`config.mk`:
```
export PLATFORM = sky130hd
export DESIGN_NAME = cdd_mod_updown_counter
export DESIGN_NICKNAME = d
export VERILOG_FILES = /design/src/rtl/cdd_mod_updown_counter.sv
export SDC_FILE = /design/constraint.sdc
export NUM_CORES = 1
export LEC_CHECK = 0
export ABC_AREA = 1
export CORE_MARGIN = 1.5
export CORE_UTILIZATION = 54
export CTS_BUF_LIST = sky130_fd_sc_hd__clkbuf_4 sky130_fd_sc_hd__clkbuf_8
export CTS_CLUSTER_SIZE = 14
export DETAILED_ROUTE_END_ITERATION = 16
export DONT_BUFFER_PORTS = 1
export GPL_TIMING_DRIVEN = 0
export PLACE_DENSITY = 0.69
export SKIP_CTS_REPAIR_TIMING = 1
export SYNTH_ARGS = -nofsm -noshare
export SYNTH_HDL_FRONTEND = slang
export SYNTH_SLANG_ARGS = --single-unit
```
`constraint.sdc`:
```
create_clock -name CLK -period 2.58 [get_ports CLK]
set_input_delay 0.516 -clock CLK [delete_from_list [all_inputs] [get_ports CLK]]
set_output_delay 0.516 -clock CLK [all_outputs]
set_load 0.05 [all_outputs]
```
`src/rtl/cdd_mod_updown_counter.sv`:
```
// Modulo-N synchronous up/down counter with clear, parallel load, enable,
// terminal count, out-of-range flag, wrap pulse and cascade enable output.
module cdd_mod_updown_counter #(
  parameter int unsigned          WIDTH   = 8,
  parameter longint unsigned      MODULUS = 100,
  parameter int unsigned          RST_VAL = 0
) (
  input  logic             CLK,
  input  logic             CS,
  input  logic             LD,
  input  logic             EN,
  input  logic             UP,
  input  logic [WIDTH-1:0] D,
  output logic [WIDTH-1:0] Q,
  output logic             TC,
  output logic             CEO,
  output logic             OOR,
  output logic             WRAP
);

  // Modulus is carried one bit wider so MODULUS == 2**WIDTH is representable.
  localparam logic [WIDTH:0]   MOD_EXT = (WIDTH+1)'(MODULUS);
  localparam logic [WIDTH-1:0] MAX_VAL = WIDTH'(MODULUS - 64'd1);
  localparam logic [WIDTH-1:0] RST_Q   = WIDTH'(RST_VAL);
  localparam logic [WIDTH-1:0] ONE     = WIDTH'(1);

  logic [WIDTH-1:0] q_q, q_d;
  logic             wrap_q, wrap_d;
  logic             oor;
  logic             at_max;
  logic             at_zero;

  assign oor     = ({1'b0, q_q} >= MOD_EXT);
  assign at_max  = (q_q == MAX_VAL);
  assign at_zero = (q_q == '0);

  always_comb begin
    q_d    = q_q;
    wrap_d = 1'b0;
    if (LD) begin
      q_d = D;
    end else if (EN && !oor) begin
      if (UP) begin
        if (at_max) begin
          q_d    = '0;
          wrap_d = 1'b1;
        end else begin
          q_d = q_q + ONE;
        end
      end else begin
        if (at_zero) begin
          q_d    = MAX_VAL;
          wrap_d = 1'b1;
        end else begin
          q_d = q_q - ONE;
        end
      end
    end
  end

  always_ff @(posedge CLK) begin
    if (CS) begin
      q_q    <= RST_Q;
      wrap_q <= 1'b0;
    end else begin
      q_q    <= q_d;
      wrap_q <= wrap_d;
    end
  end

  assign Q    = q_q;
  assign WRAP = wrap_q;
  assign OOR  = oor;
  assign TC   = !oor && (UP ? at_max : at_zero);
  // Next stage counts exactly when this one is about to wrap by counting.
  assign CEO  = EN && TC && !LD && !CS;

endmodule

```
==> key figures <==
Die
  – Full die area: 0.00196 sq mm
  – Die Ht: 44.3 um
  – Starting Density: around three fifths
  – Core area: 0.00156 sq mm
  – Rows: 14
  – IO Pins: 25
  – Die Width: about 44 um

Global route
  – Grt ovf: 0
  – Antenna violations before repair: 0
  – Total track usage: 27.4%
  – Vias in the first global route: 899
  – Global-route wire length before repair: ~3.9 mm
  – Largest net degree at the start of global routing: 11

Job
  – Max cap viols: 0

Route
  – First-pass DRT Iterations: 11
  – Drt wl/cell: 13.4 um
  – Routed Antenna Nets: 0
  – Routed wire length: 2.54 mm
  – Total number of vias: 1074
  – Drt via density: 5.68
  – Drt drc: 2
  – DRT iter0 DRCs: 64

STA
  – Fin. Hold Viols: 0
  – Fmax: 0.391 GHz
  – Slew HR: just over 50%
  – Clk_skew: 0.00104 ns
  – Final worst slack: 0.0239 ns
  – Slew Viols, Final: 0
  – Unrepaired setup endpoints after global routing: true
  – Min cycle time layout: 2.56 ns
  – Fin Hold WS: roughly 0.32 ns
  – Slew @ Worst Pin: around 0.72 ns
  – Finish-stage setup viols: 0
  – Final Cycle Share: 99.1%

Power
  – Sw frac: 46.4%
  – Sw Pwr: 265 uW
  – LEAKAGE: 0.000524 uW
  – Gate power share: between 30% and 40%
  – Int Power: 306 uW
  – Pwr Total: 571 uW
  – Clk pwr share: between 20% and 30%
  – Pwr/cell area: 510 mW/mm^2
  – Max VDD drop: about 0.00045 V
  – Reg power frac: 39.8%

Cells and area
  – Antenna cells: 0
  – Area Growth Syn to Fin: 21.4%
  – Final std cells w/o fill: 189
  – Final core utilization: a little under three quarters
  – Nets: 190
  – Layout cells sized above 1: around 25%

Critical path
  – WP data required: 2.06 ns
  – Max Fanout on Critical Path: 7
  – CP Capture Type: output port
  – CP Data Arrival Time: slightly above 2 ns
  – CP Class: reg -> out
  – Worst Setup Start Kind: register

Clock network
  – CTS sink count: 9
  – CTS clk-pin slew, worst paths: 0.06 ns
  – CTS Buffer Depth: 2
  – CTS Buf Count: 3
  – H-Tree Depth: 1
  – TritonCTS clock tree: done
  – Clock root buffer: clkbuf_4
  – Skew-Pair Late Insertion Delay: 0.27 ns

Synthesis
  – Mapped Cells: 164
  – Syn Area/Cell: 5.62 sq um
  – EDFF count, synth: 0
  – Register bit count reported by yosys: 9
  – Yosys cell types: 30
  – Syn Std Cell Area: 922 sq um
  – Yosys Warn Count: 0
  – Post-synth ARST share: 0%
  – Synth Net Count: 180
  – Commonest register cell after synthesis: dfxtp_1
  – Post-synthesis sequential area ratio: 19.5%

Min path
  – HP Class: in -> reg

Placement
  – Final GP Congestion: 0.895
  – Cells after DPL: 180
  – DP HPWL: 1.80 mm
  – Place WS: -0.118 ns
  – Number of port buffers: 0

Outcome
  – Status: complete, but fails checks
  – Violated checks: DRC
[stage by stage]
stage                     setup TNS [ns]  instance area (sq um)
after floorplan                        0                    937
after global placement            -0.106                    957
after detailed placement          -0.118                    957
after CTS                         -0.636                    987
after global routing             -0.0427                   1120
final                                  0                   1120
[power by group through the flow]
stage,logic [uW],registers [uW],clock network (uW)
global route,245,230,139
CTS,191,221,129
detailed placement,191,224,0
floorplan,161,215,0
finish,221,227,123
global placement,187,223,0
[layout make-up]
cell class              count  area [sq um]
fillers                   148           439
flip-flops and latches      9           205
inverters                  21          85.1
repair buffers              5          37.5
multi-input cells         129           699
clock buffers               4          30.0
well taps                  16          20.0
plain buffers               5          42.5
[cells in the mapped netlist (3+ instances only)]
master | number | share of area (%)
nand3_1 | 19 | 10
o21ai_0 | 5 | 2.7
nor2_1 | 28 | 11
nor2_2 | 3 | 2.0
inv_1 | 15 | 6.1
ha_1 | 3 | 4.1
inv_2 | 3 | 1.2
dfxtp_1 | 9 | 20
nand2_1 | 44 | 18
a21oi_1 | 9 | 4.9
[layout by cell type (no fill, tap or decap)]
cell / count
nand2_4: 1
nor4_4: 1
dfxtp_2: 2
ha_1: 2
nand2_1: 42
clkbuf_4: 4
clkinv_1: 1
nand3_2: 1
o21ai_1: 2
nand2_2: 3
o21ai_0: 5
a21oi_1: 9
clkbuf_1: 1
nor2_4: 4
ha_4: 1
inv_2: 4
nor2_2: 3
nor2_1: 24
a21boi_0: 1
dfxtp_1: 1
nand4_1: 1
o21ai_2: 1
a211oi_1: 1
inv_4: 1
nand3_1: 19
clkinvlp_4: 1
dfxtp_4: 6
or2_2: 1
xor2_1: 2
xnor2_1: 2
buf_8: 2
nor4_1: 1
buf_1: 1
buf_4: 5
inv_1: 14
nand3b_1: 1
buf_2: 1
o21ai_4: 1
[registers in the layout, indices dropped and copies added, names as in the netlist]
| register | cells |
|---|---|
| Q | 8 |
| WRAP | 1 |
[worst max-delay path, cell delays in order, from the launching register on]
cell and delay [ns]:
dfxtp_4 0.40, buf_8 0.15, nor2_4 0.12, nand2_2 0.09
nor2_4 0.10, nor2_2 0.06, inv_2 0.07, o21ai_4 0.07
nor4_4 0.68
[path summary, 6_finish.rpt]
check,from,endpoint,slack [ns],depth (start not counted)
setup / recovery,Q[2],CEO,0.02,8
hold reg to reg,Q[1],Q[1],0.61,2
hold / removal,LD,WRAP,0.32,1
setup reg to reg,Q[0],Q[4],0.80,9
[cells by family after synthesis]
group	count (synthesis)	synth area share, %
and+or+nand+nor	102	48.2
adders and majority gates	3	4.07
AOI/OAI and AO/OA	20	12.2
buffers and inverters	26	12.2
DFF	9	19.5
xor gates and xnor gates	4	3.80
[metal layers]
layer	track usage (%)	share of wire [%]	up-vias
met4	5.45	1.3	0
met1	32.8	40	476
met3	8.57	8.5	4
li1	-	-	538
met2	47.9	50	56
met5	0	0	-
Power figures use the tool's default switching activity.
